**config.mk**
```make
export PLATFORM = sky130hd
export DESIGN_NAME = uart_tx_arbiter
export DESIGN_NICKNAME = d
export VERILOG_FILES = /design/src/rtl/uart_tx_arbiter.sv
export SDC_FILE = /design/constraint.sdc
export NUM_CORES = 1
export LEC_CHECK = 0
export ABC_AREA = 1
export CAP_MARGIN = 20
export CORE_MARGIN = 5
export CORE_UTILIZATION = 30
export CTS_BUF_LIST = sky130_fd_sc_hd__clkbuf_8 sky130_fd_sc_hd__clkbuf_16
export CTS_CLUSTER_DIAMETER = 150
export DETAILED_ROUTE_END_ITERATION = 8
export SYNTH_ARGS = -nofsm -noshare
export SYNTH_HDL_FRONTEND = slang
export SYNTH_SLANG_ARGS = --single-unit
```
**constraint.sdc**
```tcl
create_clock -name clk -period 2.1 [get_ports clk]
set_input_delay 0.42 -clock clk [delete_from_list [all_inputs] [get_ports clk]]
set_output_delay 0.42 -clock clk [all_outputs]
set_load 0.1 [all_outputs]
```
**src/rtl/uart_tx_arbiter.sv**
```systemverilog
// Message-level round-robin arbiter sharing one UART TX FIFO write port among NREQ requesters.
// An owner keeps the grant until its last byte, an abort, or the MAX_LEN fairness cut-off.
module uart_tx_arbiter #(
    parameter int unsigned NREQ    = 4,
    parameter int unsigned IDX_W   = 2,
    parameter int unsigned D_BIT   = 8,
    parameter int unsigned MAX_LEN = 16,
    parameter int unsigned LEN_W   = 5
) (
    input  logic                    clk,
    input  logic                    rst,
    input  logic [NREQ-1:0]         req,
    input  logic [NREQ-1:0]         last,
    input  logic [NREQ*D_BIT-1:0]   data,
    input  logic                    tx_full,
    output logic [NREQ-1:0]         grant,
    output logic [NREQ-1:0]         ack,
    output logic                    wr_uart,
    output logic [D_BIT-1:0]        w_data,
    output logic                    busy,
    output logic                    trunc
);

    typedef enum logic {StIdle, StSend} state_e;

    state_e            state_q, state_d;
    logic [NREQ-1:0]   grant_q, grant_d;
    logic [IDX_W-1:0]  owner_q, owner_d;
    logic [IDX_W-1:0]  ptr_q, ptr_d;
    logic [LEN_W-1:0]  cnt_q, cnt_d;
    logic              trunc_q, trunc_d;

    logic              found;
    logic [IDX_W-1:0]  win;
    logic              xfer;

    // Round-robin search starting just after the previous owner.
    always_comb begin
        found = 1'b0;
        win   = '0;
        for (int unsigned i = 1; i <= NREQ; i++) begin
            int unsigned idx;
            idx = (32'(ptr_q) + i) % NREQ;
            if (!found && req[idx[IDX_W-1:0]]) begin
                found = 1'b1;
                win   = idx[IDX_W-1:0];
            end
        end
    end

    // Writes are suppressed while reset is asserted so an abandoned message emits nothing more.
    assign xfer = (state_q == StSend) && req[owner_q] && !tx_full && !rst;

    always_comb begin
        state_d = state_q;
        grant_d = grant_q;
        owner_d = owner_q;
        ptr_d   = ptr_q;
        cnt_d   = cnt_q;
        trunc_d = 1'b0;
        case (state_q)
            StIdle: begin
                if (found) begin
                    state_d = StSend;
                    grant_d = NREQ'(1) << win;
                    owner_d = win;
                    cnt_d   = '0;
                end
            end
            StSend: begin
                if (!req[owner_q]) begin
                    state_d = StIdle;
                    grant_d = '0;
                    ptr_d   = owner_q;
                end else if (xfer) begin
                    cnt_d = cnt_q + LEN_W'(1);
                    if (last[owner_q]) begin
                        state_d = StIdle;
                        grant_d = '0;
                        ptr_d   = owner_q;
                    end else if (cnt_q == LEN_W'(MAX_LEN - 1)) begin
                        state_d = StIdle;
                        grant_d = '0;
                        ptr_d   = owner_q;
                        trunc_d = 1'b1;
                    end
                end
            end
            default: begin
                state_d = StIdle;
                grant_d = '0;
            end
        endcase
    end

    always_ff @(posedge clk) begin
        if (rst) begin
            state_q <= StIdle;
            grant_q <= '0;
            owner_q <= '0;
            ptr_q   <= IDX_W'(NREQ - 1);
            cnt_q   <= '0;
            trunc_q <= 1'b0;
        end else begin
            state_q <= state_d;
            grant_q <= grant_d;
            owner_q <= owner_d;
            ptr_q   <= ptr_d;
            cnt_q   <= cnt_d;
            trunc_q <= trunc_d;
        end
    end

    assign grant   = grant_q;
    assign ack     = xfer ? grant_q : '0;
    assign wr_uart = xfer;
    assign w_data  = xfer ? data[32'(owner_q)*D_BIT +: D_BIT] : '0;
    assign busy    = (state_q == StSend);
    assign trunc   = trunc_q;

endmodule

```
Yosys cells after proc, flatten, opt, wreduce, memory -nomap -nowiden:

Index checks and enable logic that the tools add are counted.

* $add $sub $neg: 5
* reductions and logical operators: 16
* shift-type cells: 2
* mux-type cells: 43
* equality and inequality tests: 8
* bitwise operators: 3
* order comparisons: 5

Operators with widths (count)
* $shiftx 32x6->8: 1
* $mux 4: 6
* $mux 1: 16
* $mux 2: 8
* $lt 2x3->1 const B: 5
* $mux 5: 3
* $bmux 1 s2: 6
* $pmux 5 s2: 1
* $reduce_and 3->1: 3
* $mux 8: 1
* $pmux 4 s2: 1
* $logic_and 1x1->1: 6
* $add 5x1->5 const B: 1
* $eq 5x4->1 const B: 1
* $logic_not 1->1: 5
* $reduce_or 5->1: 1
* $add 2x1->2 const B: 2
* $add 2x2->2 const B: 2
* $ne 2x1->1 const B: 2
* $ne 2x2->1 const B: 2
* $ne 4x2->1 const B: 1
* $shl 1x2->4 const A: 1
* $ne 3x1->1 const B: 1
* $ne 3x3->1 const B: 1
* 3 further kinds: 5

* logic and storage cells: 88
* output and inout bits: 19
* flip-flop bits (word level): 15
* input bits: 43

Longest topological paths before layout:

Gate-level depths: netlist (run 1).

* word-level depth: 16
* depth in mapped cells: 14
* mapped depth without buffers: 12

Worst setup path after synthesis (run 1):

OpenSTA, ideal clock, no wires.

* kind: flip-flop to output port
* from: register state_q (netlist: busy)
* to: output port w_data[1]
* required time: 1.680 ns
* path buffers: 1
* path slack: -1.800 ns
* data arrival time: 3.480 ns
* cell stages (with the launch flop): 6
* cell sequence: dfxtp_1 -> inv_1 -> nor3_1 -> nand3_1 -> clkbuf_1 -> a21oi_1

* longest elaborated chain between the ends: 4

Ends and longest elaborated chain
* start, declared: RTL line 26 `state_e state_q, state_d;`
* start signal, assigned: RTL line 98 `state_q <= StIdle;`
* start signal, assigned: RTL line 105 `state_q <= state_d;`
* $logic_and 1x1->1 (3 in series): RTL line 52 `assign xfer = (state_q == StSend) && req[owner_q] && !tx_full && !rst;`
* $mux 8: RTL line 117 `assign w_data = xfer ? data[32'(owner_q)*D_BIT +: D_BIT] : '0;`
* end, declared: RTL line 19 `output logic [D_BIT-1:0] w_data,`

No other way between the ends.

Worst setup path in the final report (run 1):

* from: input port tx_full
* to: output port w_data[6]

* longest elaborated chain between the ends: 4

Ends and longest elaborated chain
* start, declared: RTL line 15 `input logic tx_full,`
* $logic_not 1->1: RTL line 52
* $logic_and 1x1->1 (2 in series): RTL line 52
* $mux 8: RTL line 117

No other way between the ends.

==> impl_results.md, run 1 <==
- Slowest CP cell: dlygate4sd2_1
- Worst slew pin tran: a little under 0.4 ns
- Root Buffer Master: clkbuf_8
- Final worst hold slack: 0.487 ns
- CP dominant cell by count: buf_12
- Crit path max fanout: 5
- Final worst slack: 0.0754 ns
- Number of max-cap violations: 0
- Complex-gate fraction of the synthesized area: roughly 16%
- FF-to-FF Start: ptr_q[0]$_SDFFE_PP1P_
- CP max stage delay: between 0.2 and 0.25 ns
- Post-synthesis mux area share: 0%
- Io pins: between 60 and 70
- Worst EP arrival: 1.60 ns
- Synth Net Count: 276
- Area Overhead vs Synth: 78.4%
- Cts bufs inserted: 3
- Synth unique cells: 31
- Clock transition at path regs: 0.06 ns
- H-Tree Level Count: 1
- Row cnt: 25
- Leak Pwr: about 1.1 nW
- Grt total ovfl: 0
- Worst-Skew Late Latency: 0.25 ns
- Full die area: 6400 sq um
- Hold path cells: 2
- WL final: around 4700 um
- Synthesis Warnings: 0
- GRT Overall Usage: about 14%
- CP required: around 1.7 ns
- Synth Area per Inst: approximately 6.4 sq um
- Slew Viols, Final: 0
- First-pass DRT Iterations: 4
- Detailed Place HPWL: ~3700 um
- Power Total: ~2.8 mW
- Synth Area in Simple Gates: between 50% and 60%
- Cell Area, Synth: approximately 1500 sq um
- Drt wl/cell: 12.3 um
- Critical path type: primary input to output port
- RSZ-0062 raised after global routing: no
- Core outline area: 4720 sq um
- Crit path capture: w_data[6]
- Final min period: approximately 2.0 ns
- Post-Synth Adder-Cell Area: between 1.5 and 2%
- Fin nets: ~360
- Initial Util: between 30% and 40%
- Largest net degree at the start of global routing: 19
- Primary FF master, synth: dfxtp_1
- CTS tree: done
- Final period util: between 90 and 100%
- Outcome: completed
- R2R cell count: 11
- Buffers on Ports: roughly 60
- Synth Area in XOR/XNOR: less than 1%
- Critical R2R Capture: grant[0]$_SDFFE_PP0P_
- Die width: roughly 80 um
- Pwr Density: 1070 nW/um^2
- Hold_sp: grant[2]$_SDFFE_PP0P_
- DRC Markers: 0
- Hold buffer count at CTS: 0
- Final setup violation count: 0
- Crit path from: tx_full
- Fmax: 494 MHz
- Post-placement setup slack: -0.161 ns
- Synth async-reset ratio: 0%
- Sink Count: 15
- Relative slew slack: between 70% and 80%
- Vias in the first global route: between 1,500 and 2,000
- Hold WC Path Type: flop to flop
- Synth Register Bits: 15
- Critical path, cell by cell: dlygate4sd2_1 > nor3_2 > buf_4 > nand3_4 > buf_12 > a21oi_4 > buf_12
- Die height: ~80 um
- Antenna viol nets, final: 0
- Post-synth EDFFs: 0
- Critical Path Sink Type: output port
- Vias per cell: approximately 4.6
- CP Launch Type: primary input
- GP Congestion: between 0.7 and 0.8
- Worst vdd ir: 0.889 mV
- First-pass GRT wire length: roughly 7500 um
- Cell count after synthesis: 231
- Flop2flop setup slack: ~0.37 ns
- Clock Skews: between 0.002 and 0.0025 ns
- Share of layout cells above drive strength 1: about a third
- Seq/Total Area, Yosys: between 20 and 25%
- Via count: around 1,700
- DRT iter0 DRCs: between 70 and 80
- Clock tree buffer depth: 2
- Final Hold Vio Count: 0
- Largest family of logic cells by synthesized area: simple AND/OR/NAND/NOR gates
- ANT cells: 0
- Initial antenna violation count: 0
[repair_timing]
action | CTS | global route
gates cloned | 1 | 0
setup buffers | 1 | 0
pin swaps | 3 | 0
resized for setup | 11 | 2
setup endpoints to repair | 13 | 11
[through the flow]
stage	area [sq um]	util (%)	TNS, ns	cells
floorplan	1630	-	-2.33	231
global placement	2540	53.7	-1.71	371
detailed placement	2540	53.7	-1.98	371
CTS	2620	55.4	0	377
global route	2620	55.5	0	377
finish	2620	55.5	0	377
[cells by family (layout without fill, tap and decap cells)]
kind of cell / after synthesis / after routing
flops: 15 / 15
fa+ha+maj: 2 / 2
compound gates: 43 / 43
xor+xnor: 1 / 1
buf+inv: 33 / 112
simple gates: 137 / 137
[state kept, by name (all words and copies together) (netlist names)]
signal / cells
busy: 1
cnt_q: 5
grant: 4
owner_q: 2
ptr_q: 2
trunc: 1
[critical path, delay by kind of cell]
family | cells | cell delay, ns
and+or+nand+nor | 2 | 0.28
AOI/OAI and AO/OA | 1 | 0.14
buffers and inverters | 4 | 0.76
[cells in the mapped netlist (2+ instances only)]
master,number,area (sq um)
buf_2,2,10.0
nand2_2,10,62.6
nor2_1,47,176
nor2_2,2,12.5
inv_1,18,67.6
ha_1,2,25.0
nand2_1,37,139
clkbuf_1,3,11.3
o21ai_0,21,105
dfxtp_1,15,300
inv_6,2,17.5
a21oi_2,3,26.3
nand4_1,4,25.0
nand2_4,14,158
a21oi_1,16,80.1
nand3_1,16,80.1
inv_2,4,15.0
nor2_8,2,40.0
[routing by layer]
layer	GRT usage (%)	share of wire (%)
met3	2.48	7.9
met4	4.05	1.0
met1	20.0	50
met5	0	0
met2	22.9	41
[how the worst min path moves through the flow]
stage	endpoint	slack (ns)
after global routing	cnt_q[3]$_SDFFE_PP0P_	0.51
after global placement	cnt_q[1]$_SDFFE_PP0P_	0.47
after detailed placement	grant[2]$_SDFFE_PP0P_	0.48
final	grant[2]$_SDFFE_PP0P_	0.49
after floorplan	cnt_q[1]$_SDFFE_PP0P_	0.46
after CTS	cnt_q[1]$_SDFFE_PP0P_	0.49
[power breakdown]
group          switching, mW  total, mW  internal [mW]  leakage (nW)
Clock                  0.103      0.232          0.130        0.0269
Sequential            0.0950      0.455          0.360         0.123
Combinational           1.40       2.12          0.723         0.984
[cells in the final DEF, fill, tap and decap left out, types with 3 or more instances in the layout]
cell type and count:
buf_12 15, a21oi_2 3, buf_4 25, dfxtp_2 3, nand2_4 14, clkdlybuf4s50_1 36
nand2_1 37, o21ai_0 20, nand2_2 10, dfxtp_1 11, nand3_1 14, nor2_4 4
dlygate4sd2_1 6, a21oi_4 8, nor2_1 43, a21oi_1 8, clkbuf_8 3, inv_1 19
nand4_1 4, inv_2 4
[cell type report]
type / count / area (sq um)
Inverter: 25 / 105
Fill cell: 447 / 2100
Tap cell: 67 / 83.8
Multi-Input combinational cell: 183 / 1150
Clock buffer: 3 / 41.3
Timing Repair Buffer: 83 / 928
Clock inverter: 1 / 3.75
Sequential cell: 15 / 308
(Power assumes the default switching activity.)
==> run 2, diff against run 1 <==
==> constraint.sdc (replaced) <==
create_clock -name clk -period 2.59 [get_ports clk]
set_input_delay 0.518 -clock clk [delete_from_list [all_inputs] [get_ports clk]]
set_output_delay 0.518 -clock clk [all_outputs]
set_load 0.1 [all_outputs]
==> run 2 against run 1 <==
Hold slack got worse by 0.0039 ns. Sequential cell count did not move. Clock power fell by 21%. Critical path depth fell by 1. Wire length fell by 9.0%. Clock skew barely moved. First-iteration DRC count fell by 37%. Count of clock-buffer cells in the layout did not move. Critical endpoint is now wr_uart.
==> impl_results.md, run 2 (synthesis results as in run 1) <==
- Outcome: completed
- Cts bufs inserted: 3 (unchanged)
- Final worst hold slack: 0.483 ns (-0.00388 ns)
- Most frequent cells in the layout: 43 x nor2_1, 42 x clkdlybuf4s50_1, 37 x nand2_1, 20 x o21ai_0, 19 x inv_1
- Largest net degree at the start of global routing: 21 (+2)
- Area Overhead vs Synth: 66.8%
- Hold Path End: cnt_q[1]$_SDFFE_PP0P_
- Full die area: 6400 sq um (unchanged)
- Initial antenna violation count: 0 (unchanged)
- Initial Util: 31.1% (unchanged)
- Buffers on Ports: 61 (unchanged)
- R2R cell count: 11 (unchanged)
- Drt wl/cell: 11.6 um (-5.8%)
- Critical Path Sink Type: output port
- Hold buffer count at CTS: 0 (unchanged)
- Dpl cells: 360 (-3.0%)
- Row cnt: 25 (unchanged)
- Dpl cell area: 2390 sq um (-5.8%)
- Hold_sp: cnt_q[1]$_SDFFE_PP0P_
- Biggest register: cnt_q
- Hold WC Path Type: flop to flop
- GP Congestion: 0.795 (+0.94%)
- Clock Skews: 0.00190 ns (-0.000352 ns)
- Max FFs per register: 5 (unchanged)
- DRC Markers: 0 (unchanged)
- Share of layout cells above drive strength 1: 29.0% (-4.3 points)
- Core outline area: 4720 sq um (unchanged)
- Die height: 80.0 um (unchanged)
- Commonest non-fill, non-tap cell in the layout: nor2_1
- Critical R2R Capture: grant[2]$_SDFFE_PP0P_
- Leak Pwr: 1.04 nW (-8.4%)
- Flop2flop setup slack: 0.68 ns (+0.31 ns)
- Slew Viols, Final: 0 (unchanged)
- H-Tree Level Count: 1 (unchanged)
- Worst slew pin tran: 0.435 ns (+0.0507 ns)
- Relative slew slack: 71.0% (-3.2 points)
- Power Total: 2.14 mW (-24%)
- Grt total ovfl: 0 (unchanged)
- First-pass DRT Iterations: 4 (unchanged)
- RSZ-0062 raised after global routing: no
- Post-route setup TNS: 0 ns (unchanged)
- Hold path cells: 2 (unchanged)
- Post-route cell area: 2450 sq um (-6.5%)
- Final min period: ~2.4 ns
- Detailed Place HPWL: 3430 um (-6.2%)
- Vias per cell: 4.53 (-0.70%)
- WL final: 4240 um (-9.0%)
- DRT iter0 DRCs: 47 (-37%)
- CP Launch Type: primary input
- Clock tree buffer depth: 2 (unchanged)
- Final core occ: 51.9% (-3.6 points)
- GRT Overall Usage: 14.4% (-0.090 points)
- Final period util: a little over nine tenths
- Crit path max fanout: 8 (+3)
- Critical path type: primary input to output port
- Worst-Skew Late Latency: 0.24 ns (about the same)
- Root Buffer Master: clkbuf_8
- Fmax: between 400 and 500 MHz
- Number of max-cap violations: 0 (unchanged)
- Final Hold Vio Count: 0 (unchanged)
- Via count: 1,649 (-4.1%)
- FF-to-FF Start: ptr_q[0]$_SDFFE_PP1P_
- First-pass GRT wire length: 7470 um (+0.17%)
- Post-Layout Cell Count: 364 (-3.4%)
- Final setup violation count: 0 (unchanged)
- Fin nets: 343 (-3.7%)
- Vias in the first global route: 1,605 (-0.43%)
- Clock transition at path regs: 0.06 ns (about the same)
- Io pins: 62 (unchanged)
- CTS tree: done
- Pwr Density: 874 nW/um^2 (-18%)
- Worst EP arrival: 1.91 ns (+0.31 ns)
- Die width: 80.0 um (unchanged)
- Antenna viol nets, final: 0 (unchanged)
- ANT cells: 0 (unchanged)
- Post-placement setup slack: 0.00840 ns (+0.169 ns)
- Worst vdd ir: 0.868 mV (-2.3%)
- Sink Count: 15 (unchanged)
- CP required: 2.07 ns (+0.39 ns)
- Final worst slack: 0.165 ns (+0.0895 ns)
-- run 2: cell types whose count changed in the layout (fill, tap and decap cells not counted), moves of 2 or more --
| cell | delta |
|---|---|
| clkdlybuf4s50_1 | +6 |
| dfxtp_1 | +3 |
| buf_4 | -10 |
| a21oi_2 | +3 |
| a21oi_4 | -3 |
| buf_12 | -2 |
| dlygate4sd2_1 | -6 |
| dfxtp_2 | -3 |
-- run 2: timing repair --
action / in CTS / in global routing
cloned: 0 / 0
pin swaps: 0 / 0
endpoints found under the setup margin: 1 / 11
resized for setup: 1 / 3
buffers inserted: 0 / 0
-- run 2: critical path, stage by stage --
cell	delay, ns
clkdlybuf4s50_1	0.44
nor3_2	0.26
nand3_2	0.13
buf_4	0.21
inv_1	0.14
buf_12	0.19
-- run 2: routing by layer --
layer | up-vias | GRT usage (%) | wire (um)
met1 | 710 | 20.8 | 2210
met4 | 0 | 3.04 | 25
met5 | - | 0 | 0
met3 | 4 | 2.60 | 283
met2 | 56 | 22.0 | 1710
li1 | 879 | - | -
-- run 2: area by class of cell --
class	count	area (sq um)
Fill cell	487	2270
Multi-Input combinational cell	183	1120
Timing Repair Buffer	70	793
Sequential cell	15	304
Inverter	25	104
Tap cell	67	83.8
Clock buffer	3	41.3
Clock inverter	1	3.75
-- run 2: worst max path at each step --
stage	from	end	slack [ns]
after floorplan	busy$_SDFF_PP0_	w_data[0]	-0.04
after global placement	req[0]	wr_uart	0.03
after detailed placement	req[0]	wr_uart	0.008
after CTS	rst	wr_uart	0.04
after global routing	tx_full	wr_uart	0.05
final	tx_full	wr_uart	0.16
-- run 2: where the power goes --
group / leakage, nW / internal, mW / switching (mW) / total, mW
combinational: 0.890 / 0.513 / 1.07 / 1.59
clock: 0.0269 / 0.105 / 0.0783 / 0.183
sequential: 0.123 / 0.288 / 0.0848 / 0.372
total: 1.04 / 0.905 / 1.24 / 2.14
==> run 3, diff against run 2 <==
==> constraint.sdc (replaced) <==
create_clock -name clk -period 2 [get_ports clk]
set_input_delay 0.4 -clock clk [delete_from_list [all_inputs] [get_ports clk]]
set_output_delay 0.4 -clock clk [all_outputs]
set_load 0.1 [all_outputs]
==> run 3 against run 2 <==
Count of clock-buffer cells in the layout is the same. Sequential cell count did not move. Sequential power rose by 32%. First-iteration DRC count up 43%. Critical endpoint is now w_data[6]. Critical path type unchanged. Wire length up 12%. Core utilization rose by 4.4 points. Hold slack improved by 0.0035 ns. Combinational power is 43% higher.
==> impl_results.md, run 3 (synthesis results as in run 1) <==
- Critical path, cell by cell: dlygate4sd2_1 > inv_2 > o21ai_1 > buf_4 > nand3_4 > buf_12 > a21oi_4 > buf_12
- Worst-Skew Late Latency: 0.25 ns (about the same)
- Slew Viols, Final: 0 (unchanged)
- Area Overhead vs Synth: 80.9%
- Crit path from: req[0]
- Root Buffer Master: clkbuf_8
- Hold buffer count at CTS: 0 (unchanged)
- Vias per cell: 4.61 (+1.7%)
- H-Tree Level Count: 1 (unchanged)
- Final worst slack: 0.0432 ns (-0.122 ns)
- CP dominant cell by count: buf_12
- Via count: 1,756 (+6.5%)
- Clock transition at path regs: 0.06 ns (about the same)
- GP Congestion: 0.782 (-1.6%)
- Final period util: 97.8%
- Drt wl/cell: 12.4 um (+6.6%)
- Post-route setup TNS: 0 ns (unchanged)
- Share of layout cells above drive strength 1: 35.4% (+6.4 points)
- WL final: 4730 um (+12%)
- Commonest non-fill, non-tap cell in the layout: nor2_1
- Net switching power: 1.70 mW (+37%)
- RSZ-0062 raised after global routing: yes
- First-pass DRT Iterations: 4 (unchanged)
- Final min period: ~2 ns
- Family with the most delay on the worst path: buffers and inverters
- Critical Path Sink Type: output port
- Vias in the first global route: 1,667 (+3.9%)
- CTS tree: done
- Fmax: 511 MHz
- Clock Skews: 0.00235 ns (+0.000446 ns)
- Grt total ovfl: 0 (unchanged)
- Clock share of power: 8.1% (-0.4 points)
- Fin nets: 360 (+5.0%)
- Detailed Place HPWL: 3730 um (+8.9%)
- DRT iter0 DRCs: 67 (+43%)
- Core outline area: 4720 sq um (unchanged)
- CP Launch Type: primary input
- Largest net degree at the start of global routing: 17 (-19%)
- First-pass GRT wire length: 7760 um (+3.9%)
- DRC Markers: 0 (unchanged)
- Crit path max fanout: 5 (-3)
- Clock tree buffer depth: 2 (unchanged)
- CP required: 1.60 ns (-0.47 ns)
- Dpl cells: 373 (+3.6%)
- Initial Util: 31.1% (unchanged)
- Crit path capture: w_data[6]
- WP buf/inv: 5 (+1)
- Sink Count: 15 (unchanged)
- ANT cells: 0 (unchanged)
- Power share of the combinational group: 75.7% (+1.6 points)
- WP depth: 8 (+2)
- Critical R2R Capture: grant[2]$_SDFFE_PP0P_
- Initial antenna violation count: 0 (unchanged)
- Hold path cells: 2 (unchanged)
- Final Hold Vio Count: 0 (unchanged)
- Worst vdd ir: 1.15 mV (+32%)
- Number of max-cap violations: 0 (unchanged)
- Antenna viol nets, final: 0 (unchanged)
- Slowest CP cell: dlygate4sd2_1
- Max FFs per register: 5 (unchanged)
- Switching share of power: 56.4% (-1.4 points)
- Post-Layout Cell Count: 381 (+4.7%)
- Row cnt: 25 (unchanged)
- Hold WC Path Type: flop to flop
- Relative slew slack: 73.6% (+2.6 points)
- Post-placement setup slack: -0.213 ns (-0.221 ns)
- Flop pwr share: 16.3% (-1.1 points)
- R2R cell count: 11 (unchanged)
- Worst slew pin tran: 0.393 ns (-0.0425 ns)
- Leak Pwr: 1.15 nW (+11%)
- CP max stage delay: 0.22 ns (-0.22 ns)
- GRT Overall Usage: 15.1% (+0.77 points)
- Pwr Density: 1130 nW/um^2 (+30%)
- Outcome: completed
- Biggest register: cnt_q
- Worst EP arrival: 1.56 ns (-0.35 ns)
- Flop2flop setup slack: 0.27 ns (-0.41 ns)
- Final worst hold slack: 0.486 ns (+0.00348 ns)
- Io pins: 62 (unchanged)
- Final setup violation count: 0 (unchanged)
- Die width: 80.0 um (unchanged)
- Die height: 80.0 um (unchanged)
- Cts bufs inserted: 3 (unchanged)
- Critical path type: primary input to output port
- Buffers on Ports: 61 (unchanged)
- Most frequent cells in the layout: 43 x nor2_1, 37 x nand2_1, 36 x clkdlybuf4s50_1, 29 x buf_4
- Full die area: 6400 sq um (unchanged)
- FF-to-FF Start: ptr_q[0]$_SDFFE_PP1P_
- Filler cells: 456 (-6.4%)
- Cell-internal power: 1.31 mW (+45%)
[run 3: cell types whose count changed in the layout (fill, tap and decap cells not counted), sizes merged]
| cell | before | now |
|---|---|---|
| buf | 28 | 45 |
| clkdlybuf4s50 | 42 | 36 |
| dlygate4sd2 | 0 | 4 |
| clkbuf | 3 | 4 |
| clkdlybuf4s15 | 0 | 1 |
[run 3: worst register-to-register path: stages, from the launching register on]
cell	delay, ns
dfxtp_2	0.46
inv_6	0.11
nand2_1	0.09
nand2_2	0.09
inv_1	0.07
nand2_1	0.07
nand2_4	0.11
nand3b_1	0.13
nand2_1	0.06
nor2_1	0.21
nand3_1	0.14
a21oi_2	0.13
[run 3: worst min path at each step]
| stage | end | start |
|---|---|---|
| final | cnt_q[1]$_SDFFE_PP0P_ | cnt_q[1]$_SDFFE_PP0P_ |
| after global routing | cnt_q[1]$_SDFFE_PP0P_ | cnt_q[1]$_SDFFE_PP0P_ |
| after CTS | cnt_q[1]$_SDFFE_PP0P_ | cnt_q[1]$_SDFFE_PP0P_ |
| after detailed placement | cnt_q[1]$_SDFFE_PP0P_ | cnt_q[1]$_SDFFE_PP0P_ |
| after global placement | cnt_q[1]$_SDFFE_PP0P_ | cnt_q[1]$_SDFFE_PP0P_ |
| after floorplan | cnt_q[1]$_SDFFE_PP0P_ | cnt_q[1]$_SDFFE_PP0P_ |
[run 3: cell type report]
cell class / instances / area, sq um / share of cell area (%)
well taps: 67 / 83.8 / 3.15
inverters: 25 / 105 / 3.95
clock buffers: 3 / 41.3 / 1.55
flip-flops and latches: 15 / 313 / 11.8
clock inverters: 1 / 3.75 / 0.141
multi-input cells: 183 / 1150 / 43.5
repair buffers: 87 / 956 / 36.0
[run 3: per-stage QoR]
| stage | utilization, % | instance area (sq um) | total power, mW |
|---|---|---|---|
| 6_report | 56.3 | 2660 | 3.01 |
| 4_1_cts | 55.9 | 2640 | 3.00 |
| 3_5_place_dp | 54.1 | 2550 | 2.71 |
| 3_3_place_gp | 54.1 | 2550 | 2.70 |
| 2_1_floorplan | - | 1630 | 2.17 |
| 5_1_grt | 56.3 | 2660 | 3.24 |
[run 3: layer usage]
| metal | up-vias | share of wire [%] | track usage (%) |
|---|---|---|---|
| li1 | 906 | - | - |
| met5 | - | 0 | 0 |
| met4 | 0 | 1.0 | 4.05 |
| met1 | 779 | 50 | 21.7 |
| met2 | 66 | 42 | 23.4 |
| met3 | 5 | 6.6 | 2.26 |
[run 3: timing repair]
| action | CTS | global route |
|---|---|---|
| buffers inserted | 2 | 1 |
| setup endpoints to repair | 13 | 15 |
| cloned | 1 | 0 |
| gates resized for setup | 12 | 12 |
| pin swaps | 3 | 1 |
[run 3: power by group through the flow]
stage / clock network, mW / logic, mW / registers, mW
6_report: 0.243 / 2.28 / 0.490
2_1_floorplan: 0 / 1.47 / 0.693
5_1_grt: 0.261 / 2.47 / 0.505
3_3_place_gp: 0 / 2.22 / 0.478
3_5_place_dp: 0 / 2.23 / 0.479
4_1_cts: 0.247 / 2.27 / 0.480
